## src/rtl/fifo_pkg.sv

```systemverilog
// Helpers shared by the width-increase and width-decrease stages of the stream path.
package fifo_pkg;

    function automatic int unsigned ratio(input int unsigned size_out, input int unsigned size_in);
        return size_out / size_in;
    endfunction

    // Lane that beat k of a word occupies.
    function automatic int unsigned lane_of(input int unsigned k, input int unsigned r,
                                            input bit little_endian);
        return little_endian ? k : (r - 1 - k);
    endfunction

endpackage

```

## src/rtl/bus_width_increase.sv

```systemverilog
// Packs RATIO narrow beats into one wide word; input_last flushes a partial word with a keep mask.
// The output word is registered, and a second word can wait in the accumulator while it stalls.
module bus_width_increase
    import fifo_pkg::*;
#(
    parameter int unsigned SIZE_IN       = 8,
    parameter int unsigned SIZE_OUT      = 32,
    parameter bit          LITTLE_ENDIAN = 1'b1,
    localparam int unsigned RATIO        = ratio(SIZE_OUT, SIZE_IN)
) (
    input  logic                clk,
    input  logic                rst_n,
    output logic                input_ready,
    input  logic                input_valid,
    input  logic [SIZE_IN-1:0]  data_in,
    input  logic                input_last,
    input  logic                output_ready,
    output logic                output_valid,
    output logic [SIZE_OUT-1:0] data_out,
    output logic [RATIO-1:0]    output_keep,
    output logic                output_last
);

    localparam int unsigned PTR_W = (RATIO > 1) ? $clog2(RATIO) : 1;

    if ((SIZE_OUT % SIZE_IN) != 0 || RATIO < 2) begin : g_bad_params
        $error("bus_width_increase: SIZE_OUT must be a multiple of SIZE_IN with ratio >= 2");
    end

    logic [SIZE_OUT-1:0] r_acc;
    logic [RATIO-1:0]    r_acc_keep;
    logic                r_acc_last;
    logic [PTR_W-1:0]    r_ptr;
    logic                r_acc_full;
    logic                r_out_valid;
    logic [SIZE_OUT-1:0] r_data_out;
    logic [RATIO-1:0]    r_out_keep;
    logic                r_out_last;

    logic                w_in_fire;
    logic                w_out_free;
    logic                w_complete;
    int unsigned         w_lane;
    logic [SIZE_OUT-1:0] w_merged;
    logic [RATIO-1:0]    w_merged_keep;

    assign input_ready  = ~r_acc_full;
    assign output_valid = r_out_valid;
    assign data_out     = r_data_out;
    assign output_keep  = r_out_keep;
    assign output_last  = r_out_last;

    assign w_in_fire  = input_valid & ~r_acc_full;
    assign w_out_free = ~r_out_valid | output_ready;
    assign w_complete = w_in_fire & ((r_ptr == PTR_W'(RATIO - 1)) | input_last);

    // Accumulator with the incoming beat written into its lane.
    always_comb begin
        w_lane        = lane_of(int'(r_ptr), RATIO, LITTLE_ENDIAN);
        w_merged      = r_acc;
        w_merged_keep = r_acc_keep;
        for (int unsigned i = 0; i < RATIO; i++) begin
            if (i == w_lane) begin
                w_merged[i*SIZE_IN +: SIZE_IN] = data_in;
                w_merged_keep[i]               = 1'b1;
            end
        end
    end

    always_ff @(posedge clk or negedge rst_n) begin
        if (!rst_n) begin
            r_acc       <= '0;
            r_acc_keep  <= '0;
            r_acc_last  <= 1'b0;
            r_ptr       <= '0;
            r_acc_full  <= 1'b0;
            r_out_valid <= 1'b0;
            r_data_out  <= '0;
            r_out_keep  <= '0;
            r_out_last  <= 1'b0;
        end else begin
            if (r_out_valid && output_ready) begin
                r_out_valid <= 1'b0;
            end
            if (r_acc_full) begin
                if (w_out_free) begin
                    r_out_valid <= 1'b1;
                    r_data_out  <= r_acc;
                    r_out_keep  <= r_acc_keep;
                    r_out_last  <= r_acc_last;
                    r_acc_full  <= 1'b0;
                    r_acc       <= '0;
                    r_acc_keep  <= '0;
                    r_acc_last  <= 1'b0;
                    r_ptr       <= '0;
                end
            end else if (w_in_fire) begin
                if (w_complete && w_out_free) begin
                    r_out_valid <= 1'b1;
                    r_data_out  <= w_merged;
                    r_out_keep  <= w_merged_keep;
                    r_out_last  <= input_last;
                    r_acc       <= '0;
                    r_acc_keep  <= '0;
                    r_acc_last  <= 1'b0;
                    r_ptr       <= '0;
                end else if (w_complete) begin
                    // Output still held: park the finished word and stall the input.
                    r_acc      <= w_merged;
                    r_acc_keep <= w_merged_keep;
                    r_acc_last <= input_last;
                    r_acc_full <= 1'b1;
                    r_ptr      <= '0;
                end else begin
                    r_acc      <= w_merged;
                    r_acc_keep <= w_merged_keep;
                    r_ptr      <= r_ptr + 1'b1;
                end
            end
        end
    end

endmodule

```

## config.mk

```make
export PLATFORM = sky130hd
export DESIGN_NAME = bus_width_increase
export DESIGN_NICKNAME = d
export VERILOG_FILES = /design/src/rtl/fifo_pkg.sv /design/src/rtl/bus_width_increase.sv
export SDC_FILE = /design/constraint.sdc
export NUM_CORES = 1
export LEC_CHECK = 0
export ABC_AREA = 0
export CAP_MARGIN = 20
export CORE_AREA = 2 2 90 92
export DETAILED_ROUTE_END_ITERATION = 8
export DIE_AREA = 0 0 92 94
export PLACE_DENSITY = 0.79
export REMOVE_ABC_BUFFERS = 1
export SETUP_SLACK_MARGIN = 0.15
export SLEW_MARGIN = 0
export SYNTH_ARGS = -nofsm -noshare
export SYNTH_HDL_FRONTEND = slang
export SYNTH_SLANG_ARGS = --single-unit
```

## constraint.sdc

```tcl
create_clock -name clk -period 1.8 [get_ports clk]
set_input_delay 0.27 -clock clk [delete_from_list [all_inputs] [get_ports clk]]
set_output_delay 0.27 -clock clk [all_outputs]
set_load 0.01 [all_outputs]
```

# Yosys cells after proc, flatten, opt, wreduce, memory -nomap -nowiden
# Cells that the tools add are included.
[classes]
add_sub_neg = 1
n_eq_ne = 5
n_mux = 48
bitwise_logic = 6
n_reduce_logical = 9
[op_table]
columns = ["operator", "n"]
rows = [
  ["$mux 32", 8],
  ["$mux 4", 8],
  ["$mux 8", 4],
  ["$mux 1", 23],
  ["$mux 2", 5],
  ["$reduce_and 3->1", 2],
  ["$eq 2x2->1 const A", 2],
  ["$reduce_bool 2->1", 2],
  ["$reduce_bool 3->1", 1],
  ["$add 2x1->2 const B", 1],
  ["$and 1x1->1", 2],
  ["$eq 1x2->1 const A", 1],
  ["$eq 2x2->1 const B", 1],
  ["$logic_and 1x1->1", 2],
  ["$logic_not 2->1", 1],
  ["$ne 2x1->1 const B", 1],
  ["$not 1->1", 2],
  ["$or 1x1->1", 2],
  ["$reduce_and 2->1", 1],
]
[totals]
register_bits = 78
in_bits = 13
elab_cells = 78

# Logic depth before layout (Yosys ltp)
# Gate-level depths: netlist of the first run.
[logic_depth]
ltp_word = 7
depth_mapped = 6
ltp_nobuf = 5

# Least setup slack after synthesis of the first run
# OpenSTA, ideal clock, no wires.
[synth_path]
kind = "flip-flop to flip-flop"
from = "reg r_ptr[0]"
to = "reg r_data_out[27] (netlist: data_out[27])"
setup_ns = 0.125
arrival_ns = 1.513
required_ns = 1.675
path_slack_ns = 0.162
path_stages_with_launch = 6
n_path_buf = 1
path_cell_list = "dfrtp_1 > ha_1 > o21ai_1 > a21oi_4 > buf_6 > mux2_2"
[synth_via]
elab_chain_cells = 6
word_cells_on_any_way = 11
[synth_lines]
columns = ["element", "line", "text"]
rows = [
  ["start, declared", "bus_width_increase.sv:33", "logic [PTR_W-1:0] r_ptr;"],
  ["start signal, assigned", "bus_width_increase.sv:117", "r_ptr <= r_ptr + 1'b1;"],
  ["$eq 2x2->1", "bus_width_increase.sv:55, bus_width_increase.sv:63", ""],
  ["$or 1x1->1", "bus_width_increase.sv:55", "assign w_complete = w_in_fire & ((r_ptr == PTR_W'(RATIO - 1)) | input_last);"],
  ["$and 1x1->1", "bus_width_increase.sv:55", ""],
  ["$logic_and 1x1->1", "bus_width_increase.sv:98", "if (w_complete && w_out_free) begin"],
  ["$reduce_bool 2->1 (no line)", "n/a", ""],
  ["$reduce_and 3->1 (no line)", "n/a", ""],
  ["end signal, assigned", "bus_width_increase.sv:88", "r_data_out <= r_acc;"],
  ["end signal, assigned", "bus_width_increase.sv:100", "r_data_out <= w_merged;"],
  ["end, declared", "bus_width_increase.sv:36", "logic [SIZE_OUT-1:0] r_data_out;"],
]
# Several ways; a longest one is shown, not always the timed one. The select of a mux whose other input is x is not followed.
# A chain may end at the register's enable or synchronous reset.

# Worst setup path in the final report of the first run
[layout_path]
from = "reg r_acc_full"
to = "reg r_acc[5]"
[layout_via]
elab_chain_cells = 7
word_cells_on_any_way = 10
[layout_lines]
columns = ["element", "line", "text"]
rows = [
  ["start, declared", "bus_width_increase.sv:34", "logic r_acc_full;"],
  ["start signal, assigned", "bus_width_increase.sv:76", "r_acc_full <= 1'b0;"],
  ["start signal, assigned", "bus_width_increase.sv:91", "r_acc_full <= 1'b0;"],
  ["start signal, assigned", "bus_width_increase.sv:112", "r_acc_full <= 1'b1;"],
  ["$not 1->1", "bus_width_increase.sv:53", "assign w_in_fire = input_valid & ~r_acc_full;"],
  ["$and 1x1->1", "bus_width_increase.sv:53", ""],
  ["$and 1x1->1", "bus_width_increase.sv:55", ""],
  ["$logic_and 1x1->1", "bus_width_increase.sv:98", ""],
  ["$mux 32", "bus_width_increase.sv:98", ""],
  ["$mux 32", "bus_width_increase.sv:97", "end else if (w_in_fire) begin"],
  ["$mux 32", "bus_width_increase.sv:85", "if (r_acc_full) begin"],
  ["end signal, assigned", "bus_width_increase.sv:109", "r_acc <= w_merged;"],
  ["end signal, assigned", "bus_width_increase.sv:115", "r_acc <= w_merged;"],
  ["end, declared", "bus_width_increase.sv:30", "logic [SIZE_OUT-1:0] r_acc;"],
]
# Several ways; a longest one is shown, not always the timed one. The select of a mux whose other input is x is not followed.

==> results of run 1 <==
-- Yosys cell counts (3+ instances only) --
library cell	instances
a31oi_1	4
a32o_1	8
buf_2	10
buf_6	6
clkbuf_1	17
dfrtp_1	78
ha_1	4
inv_1	6
mux2_1	3
mux2_2	50
mux2_4	17
nand2_1	4
nand2b_1	8
nand3_1	25
nor2_1	7
o2111ai_1	48
o21ai_0	22
o21ai_1	4
-- kinds of logic (layout without fill, tap and decap cells) --
| family | Yosys count | after routing | share of synthesized area |
|---|---|---|---|
| mux | 71 | 71 | 0.211 |
| simple gates | 54 | 54 | 0.0721 |
| compound gates | 91 | 91 | 0.173 |
| fa+ha+maj | 4 | 4 | 0.0123 |
| flops | 78 | 78 | 0.479 |
| buf+inv | 40 | 111 | 0.0519 |
-- critical path, stage by stage, from the launching register on --
cell and delay, ps:
dfrtp_2 470, buf_4 190, and2b_1 290, buf_4 300, o2111ai_1 200, nand3_1 140
-- path summary, 6_finish.rpt --
kind / start / endpoint / slack [ps]
worst min-delay path: rst_n / data_out[6]$_DFFE_PN0P_ / 420
max in group asynchronous: rst_n / data_out[24]$_DFFE_PN0P_ / 770
worst max-delay path: r_acc_full$_DFF_PN0_ / r_acc[5]$_DFFE_PN0P_ / 140
worst max register to register: r_acc_full$_DFF_PN0_ / r_acc[5]$_DFFE_PN0P_ / 140
worst min register to register: r_acc_keep[2]$_DFFE_PN0P_ / r_acc_keep[2]$_DFFE_PN0P_ / 490
min in group clk: r_acc_keep[2]$_DFFE_PN0P_ / r_acc_keep[2]$_DFFE_PN0P_ / 490
-- metal layers --
layer / vias to the layer above / GRT usage
li1: 1448 / -
met1: 1620 / 0.322
met2: 177 / 0.370
met3: 23 / 0.0321
met4: 0 / 0.0908
met5: - / 0
-- power by group through the flow --
stage          Combinational (W)  Sequential [W]  Clock [W]
2_1_floorplan            0.00104         0.00257          0
3_3_place_gp             0.00216         0.00246          0
3_5_place_dp             0.00221         0.00248          0
4_1_cts                  0.00226         0.00246    0.00164
5_1_grt                  0.00253         0.00252    0.00172
6_report                 0.00237         0.00246    0.00163
-- area by class of cell --
cell class / count / area, sq um
Multi-Input combinational cell: 220 / 1970
Sequential cell: 78 / 1960
Clock inverter: 5 / 106
Clock buffer: 11 / 141
Tap cell: 102 / 128
Timing Repair Buffer: 89 / 957
Inverter: 6 / 22.5
Fill cell: 522 / 2330
-- flip-flops by register name, summed over array words and instances, names as in the netlist --
register      cells
data_out         32
output_keep       4
output_last       1
output_valid      1
r_acc            32
r_acc_full        1
r_acc_keep        4
r_acc_last        1
r_ptr             2
-- stage by stage --
step	hold WS, ps	setup WS [ps]
finish	417	142
global route	462	114
CTS	428	151
detailed placement	274	-41.1
global placement	269	-4.69
floorplan	-25.6	-828
-- timing repair --
item / 4_1_cts / 5_1_grt
pin swaps: 1 / 1
gates resized for setup: 7 / 14
setup buffers: 4 / 2
hold buffers: 1 / 0
endpoints found under the setup margin: 39 / 40
endpoints found under the hold margin: 36 / 0
cloned: 0 / 3
==> out/metrics.csv, run 1 <==
metric,value,unit
status,"complete, no violations",
clock sinks,78,
"Primary FF master, synth",dfrtp_1,
Max Transition Viols Final,0,
pwr/cell area,1230,mW/mm^2
R2R depth,5,
max layer used,met4,
GRT overflow,0,
core box area,0.00761,sq mm
die area,0.00865,sq mm
via density per instance,6.40,
starting density of the core,0.536,
placed cells,485,
Final GP Congestion,0.784,
Tot Pwr,0.00647,W
CTS Buffer Depth,2,
Synth area leaders,"dfrtp_1 48%, mux2_2 14%, o2111ai_1 10%",
htree depth,3,
worst setup path class,reg2reg,
sequential area share after synthesis,0.479,
met2 WL post-DR,5070,microns
Detail Route met3 WL,634,microns
area of the mapped netlist,0.00408,sq mm
DRT antenna net count,0,
Initial DRC Count,258,
clk root buf,clkbuf_8,
switching portion of total power,0.301,
min-delay worst type,in2async,
ys async rst share,1.00,
Row Count,32,
Clock Skew,11.2,ps
Post-synth EDFFs,0,
GRT Util Overall,0.232,
I/O Pins,52,
Worst-path clk slew,90,ps
Die Ht,94,microns
antenna violations before repair,0,
Cells after Synth,338,
cell accounting for the most synthesized area,dfrtp_1,
wire per inst,20.1,microns
minimum clock period,1660,ps
FMAX,603,MHz
Util after Layout,0.694,
largest net degree at the start of global routing,50,
Clock Latency Late Sink,360,ps
setup violators final,0,
post-synth top area share,0.479,
Worst slew margin,0.665,
hpwl dp,6030,microns
sw power,0.00194,W
Yosys warning count,0,
CTS tree,done,
Vias,3268,
Post-Syn Area per Cell,12.1,sq um
Internal,0.00452,W
vias in the first global route,3034,
CTS buffer count,9,
critical path capture point type,flip-flop,
CP Launch Type,flip-flop,
M1 WL,4390,microns
power share of the clock group,0.252,
number of port buffers,51,
number of synthesized register bits,78,
final WL,10300,microns
critical path data required time,2090,ps
Die X,92,microns
Crit Path Max Fanout,24,
ant diodes,0,
non-filler cells in the finished layout,511,
Comb power frac,0.367,
crit path DAT,1950,ps
Reg power frac,0.381,
maxcap violations,0,
Area Overhead vs Synth,29.5,%
period utilization,0.921,
Slew @ Worst Pin,502,ps
1st-pass router iterations,5,
maximum vdd drop,0.000655,V
LEAKAGE,2.35,nW
"Design Area, Final",0.00528,sq mm
"most common cell after layout, fill and taps aside",dfrtp_1,
post-place instance area,0.00484,sq mm
"Hold Violations, Final",0,
"commonest cells after routing, fill and taps aside","75 x dfrtp_1, 49 x mux2_2, 49 x clkdlybuf4s50_1, 48 x o2111ai_1, 25 x nand3_1",
first-pass GRT wire length,15600,microns
DRC Markers,0,
Yosys cell types,33,
setup TNS,0,ps
RSZ-0062 raised after global routing,yes,
Nets,421,
layout cell share with drive strength beyond 1,0.335,
No activity file was read; power rests on OpenSTA's default activity.
==> run 2: changes to the inputs <==
Settings changed: CAP_MARGIN 20 to default, PLACE_DENSITY 0.79 to 0.81, SLEW_MARGIN 0 to default.
==> run 2 against run 1 <==
Net effect:
- combinational power increased by 2%
- highest routed layer unchanged
- register-to-register slack improved by 20 ps
- critical endpoint is now data_out[16]$_DFFE_PN0P_
- largest cell class unchanged
- first-iteration DRC count increased by 38%
==> out/metrics.csv, run 2 (synthesis gave the netlist of run 1 again) <==
metric,value,unit,change
final WL,10400,microns,+1.1%
worst flop-to-flop path endpoint,data_out[16]$_DFFE_PN0P_,,
placed cells,486,,+0.21%
setup TNS,0,ps,unchanged
Max Transition Viols Final,0,,unchanged
htree depth,3,,unchanged
via density per instance,6.42,,+0.32%
core box area,0.00761,sq mm,unchanged
Final GP Congestion,0.811,,+3.5%
R2R depth,6,,+1
worst setup path class,reg2reg,,
non-filler cells in the finished layout,515,,+0.78%
max layer used,met4,,
crit path DAT,1890,ps,-60 ps
RSZ-0062 raised after global routing,yes,,
post-place instance area,0.00484,sq mm,+0.16%
layout cell share with drive strength beyond 1,0.341,,+0.00644
clk root buf,clkbuf_8,,
maximum vdd drop,0.000625,V,-4.6%
Clock Skew,2.66,ps,-8.55 ps
Area Overhead vs Synth,29.4,%,about the same
"commonest cells after routing, fill and taps aside","75 x dfrtp_1, 49 x clkdlybuf4s50_1, 48 x mux2_2, 48 x o2111ai_1, 27 x buf_4",,
crit path buf inv count,2,,unchanged
"most common cell after layout, fill and taps aside",dfrtp_1,,
die area,0.00865,sq mm,unchanged
ant diodes,0,,unchanged
Row Count,32,,unchanged
Crit Path Max Fanout,4,,-83%
CTS Buffer Depth,2,,unchanged
pwr/cell area,1180,mW/mm^2,-3.6%
critical path capture point type,flip-flop,,
Slew @ Worst Pin,489,ps,-13.4 ps
GRT Util Overall,0.240,,+0.00814
I/O Pins,52,,unchanged
starting density of the core,0.536,,unchanged
FMAX,609,MHz,+1.0%
Fillers,527,,+0.96%
status,"complete, no violations",,
DRC Markers,0,,unchanged
hpwl dp,5990,microns,-0.63%
"CP delay by family, top",multiplexers,,
crit-path cells,"inv_2, ha_4, nand2b_4, clkbuf_16, mux2_2, mux2_2",,
clock sinks,78,,unchanged
Detail Route met3 WL,669,microns,+5.5%
Vias,3304,,+1.1%
"Design Area, Final",0.00528,sq mm,about the same
"Hold Violations, Final",0,,unchanged
wire per inst,20.2,microns,+0.30%
Clock Latency Late Sink,350,ps,about the same
critical path data required time,2050,ps,-40 ps
crit-path max cell delay,430,ps,-40 ps
GRT overflow,0,,unchanged
first-pass GRT wire length,16100,microns,+3.5%
Die X,92,microns,unchanged
FF-to-FF setup slack,160,ps,+20 ps
Crit path top cell by count,mux2_2,,
period utilization,0.912,,-0.00914
CP Launch Type,flip-flop,,
Worst R2R Start,r_ptr[0]$_DFFE_PN0P_,,
Initial DRC Count,357,,+38%
minimum clock period,1640,ps,-16.5 ps
Worst-path clk slew,80,ps,about the same
maxcap violations,0,,unchanged
antenna violations before repair,0,,unchanged
setup violators final,0,,unchanged
number of port buffers,51,,unchanged
Tot Pwr,0.00623,W,-3.6%
CTS tree,done,,
CTS buffer count,9,,unchanged
LEAKAGE,2.36,nW,+0.62%
M1 WL,4260,microns,-2.8%
met2 WL post-DR,5130,microns,+1.3%
Die Ht,94,microns,unchanged
min-delay worst type,in2async,,
DRT antenna net count,0,,unchanged
largest net degree at the start of global routing,51,,+2.0%
DP Worst Slack,-57.1,ps,-16.0 ps
final setup margin,158,ps,+16.5 ps
Worst slew margin,0.674,,+0.00896
slowest CP cell,dfrtp_2,,
Nets,425,,+0.95%
vias in the first global route,3266,,+7.6%
1st-pass router iterations,5,,unchanged
-- run 2: cell type report --
cell class / instances / area, sq um / area share
clock inverters: 4 / 45.0 / 0.00854
well taps: 102 / 128 / 0.0242
inverters: 6 / 22.5 / 0.00427
repair buffers: 91 / 963 / 0.183
flip-flops and latches: 78 / 1960 / 0.371
multi-input cells: 222 / 2010 / 0.380
clock buffers: 12 / 155 / 0.0294
-- run 2: worst max-delay path by stage --
stage | cells after the start | slack [ps] | end | startpoint
floorplan | 4 | -830 | r_acc[0]$_DFFE_PN0P_ | r_ptr[0]$_DFFE_PN0P_
global placement | 5 | -20 | data_out[15]$_DFFE_PN0P_ | output_ready
detailed placement | 5 | -60 | data_out[18]$_DFFE_PN0P_ | output_ready
CTS | 5 | 150 | data_out[14]$_DFFE_PN0P_ | r_ptr[1]$_DFFE_PN0P_
global route | 5 | 120 | data_out[27]$_DFFE_PN0P_ | r_ptr[1]$_DFFE_PN0P_
finish | 6 | 160 | data_out[16]$_DFFE_PN0P_ | r_ptr[0]$_DFFE_PN0P_
-- run 2: per-stage QoR --
| step | utilization | hold WS (ps) |
|---|---|---|
| finish | 0.694 | 410 |
| detailed placement | 0.637 | 265 |
| floorplan | - | -25.6 |
| CTS | 0.680 | 432 |
| global placement | 0.637 | 260 |
| global route | 0.694 | 456 |
-- run 2: where the power goes --
group | internal, W | switching (W)
clock | 0.000710 | 0.000645
sequential | 0.00219 | 0.000280
combinational | 0.00139 | 0.00102
-- run 2: routing by layer --
metal / vias to the layer above / global-route usage
met2: 186 / 0.381
met4: 0 / 0.119
met5: - / 0
li1: 1455 / -
met3: 31 / 0.0457
met1: 1632 / 0.317
-- run 2: repair_timing --
item | CTS | global route
endpoints found under the hold margin | 33 | 0
endpoints found under the setup margin | 36 | 37
resized for setup | 11 | 12
buffers inserted | 6 | 2
gates cloned | 2 | 2
hold buffers | 1 | 0
pin swaps | 0 | 1
